`config.mk`:
```
export PLATFORM = sky130hd
export DESIGN_NAME = mem_access_ctrl
export DESIGN_NICKNAME = d
export VERILOG_FILES = /design/src/rtl/mem_access_pkg.sv /design/src/rtl/mem_lane_align.sv /design/src/rtl/mem_access_ctrl.sv
export SDC_FILE = /design/constraint.sdc
export NUM_CORES = 1
export LEC_CHECK = 0
export ABC_AREA = 0
export BUFFER_PORTS_ARGS = -buffer_cell sky130_fd_sc_hd__buf_2
export CAP_MARGIN = 20
export CORE_UTILIZATION = 53
export DETAILED_ROUTE_END_ITERATION = 10
export PLACE_DENSITY_LB_ADDON = 0.2
export SLEW_MARGIN = 20
export SYNTH_ARGS = -nofsm -noshare
export SYNTH_HDL_FRONTEND = slang
export SYNTH_HIERARCHICAL = 1
export SYNTH_SLANG_ARGS = --single-unit
```
`constraint.sdc`:
```
create_clock -name clk_i -period 2.8 [get_ports clk_i]
set_input_delay 0.14 -clock clk_i [delete_from_list [all_inputs] [get_ports clk_i]]
set_output_delay 0.14 -clock clk_i [all_outputs]
set_load 0.02 [all_outputs]
```
`src/rtl/mem_access_pkg.sv`:
```
// ============================================================================
// mem_access_pkg : shared encodings for the load/store sequencer
// Revision 1.0
// ============================================================================
`default_nettype none

package mem_access_pkg;

  localparam logic [1:0] SZ_BYTE    = 2'b00;
  localparam logic [1:0] SZ_HALF    = 2'b01;
  localparam logic [1:0] SZ_WORD    = 2'b10;
  localparam logic [1:0] SZ_ILLEGAL = 2'b11;

  localparam logic [1:0] ST_IDLE  = 2'd0;
  localparam logic [1:0] ST_READ  = 2'd1;
  localparam logic [1:0] ST_WRITE = 2'd2;
  localparam logic [1:0] ST_RESP  = 2'd3;

  localparam int LANE_W    = 8;
  localparam int NUM_LANES = 4;

  // Byte-enable for an access; half accesses occupy lanes {2*addr[1], 2*addr[1]+1}.
  function automatic logic [NUM_LANES-1:0] lane_mask(input logic [1:0] size, input logic [1:0] lo);
    case (size)
      SZ_BYTE: return 4'b0001 << lo;
      SZ_HALF: return 4'b0011 << {lo[1], 1'b0};
      default: return 4'b1111;
    endcase
  endfunction

endpackage

`default_nettype wire

```
`src/rtl/mem_lane_align.sv`:
```
// ============================================================================
// mem_lane_align : alignment check, load extract/extend and store lane merge
// Revision 1.0
// ============================================================================
`default_nettype none

module mem_lane_align
  import mem_access_pkg::*;
#(
  parameter int DATA_W = 32
) (
  input  logic [1:0]        chk_lo,
  input  logic [1:0]        chk_size,
  output logic              misaligned,
  output logic              size_err,
  input  logic [1:0]        lo,
  input  logic [1:0]        size,
  input  logic              is_unsigned,
  input  logic [DATA_W-1:0] rdata,
  input  logic [DATA_W-1:0] wdata,
  output logic [DATA_W-1:0] load_data,
  output logic [DATA_W-1:0] merged
);

  logic [DATA_W-1:0]    w_shifted;
  logic [DATA_W-1:0]    w_repl;
  logic [NUM_LANES-1:0] w_be;

  always_comb begin
    misaligned = ((chk_size == SZ_HALF) && chk_lo[0]) ||
                 ((chk_size == SZ_WORD) && (chk_lo != 2'b00));
    size_err   = (chk_size == SZ_ILLEGAL);
  end

  always_comb begin
    w_shifted = rdata >> {lo, 3'b000};
    case (size)
      SZ_BYTE: load_data = {{(DATA_W-8){~is_unsigned & w_shifted[7]}}, w_shifted[7:0]};
      SZ_HALF: load_data = {{(DATA_W-16){~is_unsigned & w_shifted[15]}}, w_shifted[15:0]};
      default: load_data = w_shifted;
    endcase
  end

  // Store data is right-justified, so replicate it across lanes and let the byte-enable pick.
  always_comb begin
    w_be = lane_mask(size, lo);
    case (size)
      SZ_BYTE: w_repl = {NUM_LANES{wdata[7:0]}};
      SZ_HALF: w_repl = {2{wdata[15:0]}};
      default: w_repl = wdata;
    endcase
    merged = rdata;
    for (int k = 0; k < NUM_LANES; k++) begin
      if (w_be[k]) merged[k*LANE_W +: LANE_W] = w_repl[k*LANE_W +: LANE_W];
    end
  end

endmodule

`default_nettype wire

```
`src/rtl/mem_access_ctrl.sv`:
```
// ============================================================================
// mem_access_ctrl : byte/half/word load-store sequencer in front of a word memory
// Revision 1.0
// ============================================================================
`default_nettype none

module mem_access_ctrl
  import mem_access_pkg::*;
#(
  parameter int ADDR_W    = 32,
  parameter int DATA_W    = 32,
  parameter int MEM_WORDS = 8
) (
  input  logic              clk_i,
  input  logic              rst_i,
  input  logic              req_valid_i,
  output logic              req_ready_o,
  input  logic              req_write_i,
  input  logic [1:0]        req_size_i,
  input  logic              req_unsigned_i,
  input  logic [ADDR_W-1:0] req_addr_i,
  input  logic [DATA_W-1:0] req_wdata_i,
  output logic              resp_valid_o,
  output logic [DATA_W-1:0] resp_rdata_o,
  output logic              resp_err_o,
  output logic [ADDR_W-1:0] mem_addr_o,
  output logic [DATA_W-1:0] mem_wdata_o,
  output logic              mem_write_o,
  output logic              mem_read_o,
  input  logic [DATA_W-1:0] mem_rdata_i
);

  logic [1:0]        r_state;
  logic [1:0]        r_addr_lo;
  logic [1:0]        r_size;
  logic              r_unsigned;
  logic              r_write;
  logic [DATA_W-1:0] r_wdata;

  logic              w_misaligned;
  logic              w_size_err;
  logic              w_out_of_range;
  logic              w_req_err;
  logic [DATA_W-1:0] w_load_data;
  logic [DATA_W-1:0] w_merged;

  mem_lane_align #(
    .DATA_W (DATA_W)
  ) u_align (
    .chk_lo      (req_addr_i[1:0]),
    .chk_size    (req_size_i),
    .misaligned  (w_misaligned),
    .size_err    (w_size_err),
    .lo          (r_addr_lo),
    .size        (r_size),
    .is_unsigned (r_unsigned),
    .rdata       (mem_rdata_i),
    .wdata       (r_wdata),
    .load_data   (w_load_data),
    .merged      (w_merged)
  );

  always_comb begin
    w_out_of_range = (req_addr_i >> 2) >= ADDR_W'(MEM_WORDS);
    w_req_err      = w_misaligned | w_size_err | w_out_of_range;
  end

  // Every output is a flop; strobes and responses default low and are set on state entry.
  always_ff @(posedge clk_i) begin
    if (rst_i) begin
      r_state      <= ST_IDLE;
      r_addr_lo    <= 2'b00;
      r_size       <= SZ_BYTE;
      r_unsigned   <= 1'b0;
      r_write      <= 1'b0;
      r_wdata      <= '0;
      req_ready_o  <= 1'b0;
      resp_valid_o <= 1'b0;
      resp_rdata_o <= '0;
      resp_err_o   <= 1'b0;
      mem_addr_o   <= '0;
      mem_wdata_o  <= '0;
      mem_write_o  <= 1'b0;
      mem_read_o   <= 1'b0;
    end else begin
      req_ready_o  <= 1'b0;
      resp_valid_o <= 1'b0;
      resp_rdata_o <= '0;
      resp_err_o   <= 1'b0;
      mem_write_o  <= 1'b0;
      mem_read_o   <= 1'b0;
      case (r_state)
        ST_IDLE: begin
          if (req_valid_i && req_ready_o) begin
            r_addr_lo  <= req_addr_i[1:0];
            r_size     <= req_size_i;
            r_unsigned <= req_unsigned_i;
            r_write    <= req_write_i;
            r_wdata    <= req_wdata_i;
            mem_addr_o <= {req_addr_i[ADDR_W-1:2], 2'b00};
            if (w_req_err) begin
              r_state      <= ST_RESP;
              resp_valid_o <= 1'b1;
              resp_err_o   <= 1'b1;
            end else if (!req_write_i || (req_size_i != SZ_WORD)) begin
              r_state    <= ST_READ;
              mem_read_o <= 1'b1;
            end else begin
              r_state     <= ST_WRITE;
              mem_write_o <= 1'b1;
              mem_wdata_o <= req_wdata_i;
            end
          end else begin
            req_ready_o <= 1'b1;
          end
        end
        ST_READ: begin
          if (r_write) begin
            r_state     <= ST_WRITE;
            mem_write_o <= 1'b1;
            mem_wdata_o <= w_merged;
          end else begin
            r_state      <= ST_RESP;
            resp_valid_o <= 1'b1;
            resp_rdata_o <= w_load_data;
          end
        end
        ST_WRITE: begin
          r_state      <= ST_RESP;
          resp_valid_o <= 1'b1;
        end
        ST_RESP: begin
          r_state     <= ST_IDLE;
          req_ready_o <= 1'b1;
        end
        default: r_state <= ST_IDLE;
      endcase
    end
  end

endmodule

`default_nettype wire
```
==> run_results.csv <==
group,metric,value,unit
finish,layout_common_cells,"buf_2, nand2_1, dfxtp_1, a21oi_1, mux2_2",
synthesis,yosys.area_share.simple,22.1,%
drt,wl_per_cell,16.2,µm
setup_path,reg2reg_to,"mem_wdata_o[2]",
global_route,grt_pass1_wl,31900,µm
power,cellPowerDensity,714,nW/µm²
power,ir_worst_vdd,0.472,mV
drt,viasPerCell,5.36,
setup_path,endpoint,"mem_wdata_o[2]",
synthesis,ys_seq_area_share,39.2,%
setup_path,cp-startpoint,"r_size[0]",
clocking,cts_buffer_depth,2,
placement,port_buffers,201,
finish,n_fill_cell,992,
synthesis,synthFlopType,"dfxtp_1",
global_route,overflow,0,
setup_path,r2r_start,"r_size[0]",
floorplanning,start_util,55.4,%
setup_path,rrSetupSlack,0.46,ns
sta,worst_slew_pin_slew,0.752,ns
floorplanning,coreArea,12800,µm²
run_status,run_status,"complete, no violations",
global_route,antenna_found_initial,0,
synthesis,syn_inst,822,
finish,n_antenna_cell,0,
synthesis,synth_top_family_by_area,"simple AND/OR/NAND/NOR gates",
setup_path,cp_slowest_cell,"dfxtp_1",
drt,drt_first_pass_iters,5,
floorplanning,pin_count,204,
synthesis,synth-compound-area-share,14.3,%
clocking,clkTransAtPathRegs,0.06,ns
synthesis,yosys_warnings,6,
power,p_total,6.71,mW
worst_hold_path,hold_path_class,"primary input to register",
sta,slew_headroom,49.9,%
finish,area_growth_syn_to_layout,32.4,%
run,cap_violations,0,
clocking,clkSinkCount,139,
clocking,cts_tree,"built",
placement,gp_congestion,0.886,
synthesis,avgSynthCellArea,8.64,µm²
synthesis,synth-seq-cells,139,
power,p_leak,4.09,nW
clocking,clkLatencyLatePin,0.43,ns
finish,final_common_cell,"buf_2",
sta,setup_tns,0,ns
sta,rsz0062_at_grt,"false",
floorplanning,die_width,118,µm
setup_path,critPathMaxFanout,17,
sta,finalMaxSlewViolations,0,
drt,wl,20100,µm
sta,fmax,0.427,GHz
synthesis,synth-xor-area-share,0,%
setup_path,crit_required,3.11,ns
clocking,htreeDepth,4,
setup_path,worst-r2r-cell-count,6,
drt,drc,0,
synthesis,synth_cell_types,50,
global_route,grt_max_degree,72,
synthesis,synthMuxAreaShare,18.2,%
finish,drive_gt1_share,32.0,%
synthesis,synth_area,7100,µm²
global_route,grt_pass1_vias,6330,
floorplanning,dieArea,13900,µm²
setup_path,cp.arrival,2.65,ns
floorplanning,rows,41,
setup_path,path_class,"register to register",
setup_path,critPathLaunchType,"register",
sta,period_share,83.6,%
setup_path,path_cells,"nand2b_4 -> a21o_1 -> mux2_2 -> mux2i_1 -> nor2_1 -> mux2_4",
sta,setup_viol,0,
setup_path,cp_slowest_stage_delay,0.65,ns
setup_path,cp-end-kind,"register",
clocking,cts_post_setup_buffers_inserted,0,
clocking,numCtsBuffers,17,
synthesis,synthAdderAreaFrac,0.881,%
synthesis,synth_edf_count,0,
clocking,clockRootBuffer,"clkbuf_16",
drt,vias,6657,
placement,dpl.hpwl,13600,µm
sta,finalClockSkew,0.0125,ns
global_route,grt_usage,29.0,%
finish,fin_nets,1166,
drt,ant_nets,0,
sta,hold_viol_final,0,
floorplanning,die_h,118,µm
synthesis,ys_async_sr_fraction,0,%
sta,period_minus_slack,2.34,ns
drt,drt_iter0_drc,596,
[synth_stat cells, types with 7 or more instances]
| library cell | n | area share [%] |
|---|---|---|
| nor3_1 | 9 | 0.63 |
| nand2_1 | 171 | 9.0 |
| o211ai_2 | 9 | 1.6 |
| and2_1 | 33 | 2.9 |
| a21boi_0 | 9 | 0.95 |
| dfxtp_1 | 139 | 39 |
| o21ai_0 | 14 | 0.99 |
| mux2_2 | 67 | 11 |
| a21oi_1 | 74 | 5.2 |
| nor2b_1 | 36 | 3.2 |
| nor2_1 | 45 | 2.4 |
| buf_2 | 9 | 0.63 |
| o22ai_1 | 9 | 0.79 |
| buf_6 | 8 | 1.3 |
| mux2i_1 | 48 | 6.8 |
| and3_1 | 9 | 0.79 |
| o31a_1 | 8 | 0.99 |
| o211ai_1 | 7 | 0.74 |
| clkbuf_1 | 40 | 2.1 |
| nand2b_1 | 11 | 0.97 |
[power breakdown]
group | total [mW] | internal (mW) | switching, mW
registers | 2.32 | 2.19 | 0.131
clock network | 2.26 | 1.44 | 0.814
logic | 2.13 | 0.911 | 1.22
total | 6.71 | 4.55 | 2.16
[worst min-delay path by stage]
stage	cells past startpoint	start	endpoint	slack, ns
finish	3	req_addr_i[1]	r_addr_lo[1]	0.01
global route	3	req_addr_i[1]	r_addr_lo[1]	0.01
CTS	3	req_addr_i[1]	r_addr_lo[1]	0.008
detailed placement	3	req_addr_i[2]	mem_addr_o[2]	0.39
global placement	3	req_unsigned_i	r_unsigned	0.38
floorplan	2	req_wdata_i[16]	r_wdata[16]	0.28
[metal layers]
| layer | vias to the layer above | GRT usage (%) | wire length [µm] |
|---|---|---|---|
| li1 | 3270 | - | - |
| met1 | 3036 | 37.4 | 8890 |
| met2 | 308 | 46.9 | 9410 |
| met3 | 43 | 7.03 | 1430 |
| met4 | 0 | 10.2 | 418 |
| met5 | - | 0 | 0 |
[final cells by class]
cell class,count,area (µm²),area share (%)
Timing Repair Buffer,283,1810,19.3
Multi-Input combinational cell,611,3970,42.2
Inverter,6,22.5,0.240
Sequential cell,139,2780,29.6
Clock buffer,25,515,5.48
Clock inverter,7,85.1,0.905
Tap cell,172,215,2.29
[flip-flops by register name, indices dropped and copies added (netlist names)]
| signal | flops |
|---|---|
| req_ready_o | 1 |
| r_unsigned | 1 |
| mem_addr_o | 30 |
| r_state | 2 |
| mem_wdata_o | 32 |
| mem_read_o | 1 |
| resp_rdata_o | 32 |
| r_wdata | 32 |
| resp_valid_o | 1 |
| r_write | 1 |
| r_addr_lo | 2 |
| mem_write_o | 1 |
| resp_err_o | 1 |
| r_size | 2 |
[logic make-up after synthesis]
| group | after synthesis |
|---|---|
| AOI/OAI and AO/OA | 152 |
| adders and majority gates | 5 |
| buffers and inverters | 73 |
| DFF | 139 |
| muxes | 119 |
| other | 1 |
| and+or+nand+nor | 333 |
[what timing repair did]
action | CTS | global route
hold buffers | 65 | 0
hold endpoints to repair | 65 | 0
gates resized for setup | 0 | 0
[critical path: cells and delay by family, from the launching register on]
kind             cells  cell delay (ns)
AO/OA/AOI/OAI        1             0.38
flip-flops           1             0.65
multiplexers         3             0.82
AND/OR/NAND/NOR      2             0.38
[metrics by stage]
step	instances	worst slack, ns	hold WS (ns)	utilization, %	instance area (µm²)
2_1_floorplan	823	0.819	0.276	-	7100
5_1_grt	1243	0.286	0.0145	73.3	9400
3_3_place_gp	1146	0.609	0.384	63.5	8150
3_5_place_dp	1146	0.511	0.388	63.5	8150
4_1_cts	1243	0.490	0.00820	73.3	9400
6_report	1243	0.459	0.0147	73.3	9400
Power figures use the tool's default switching activity.
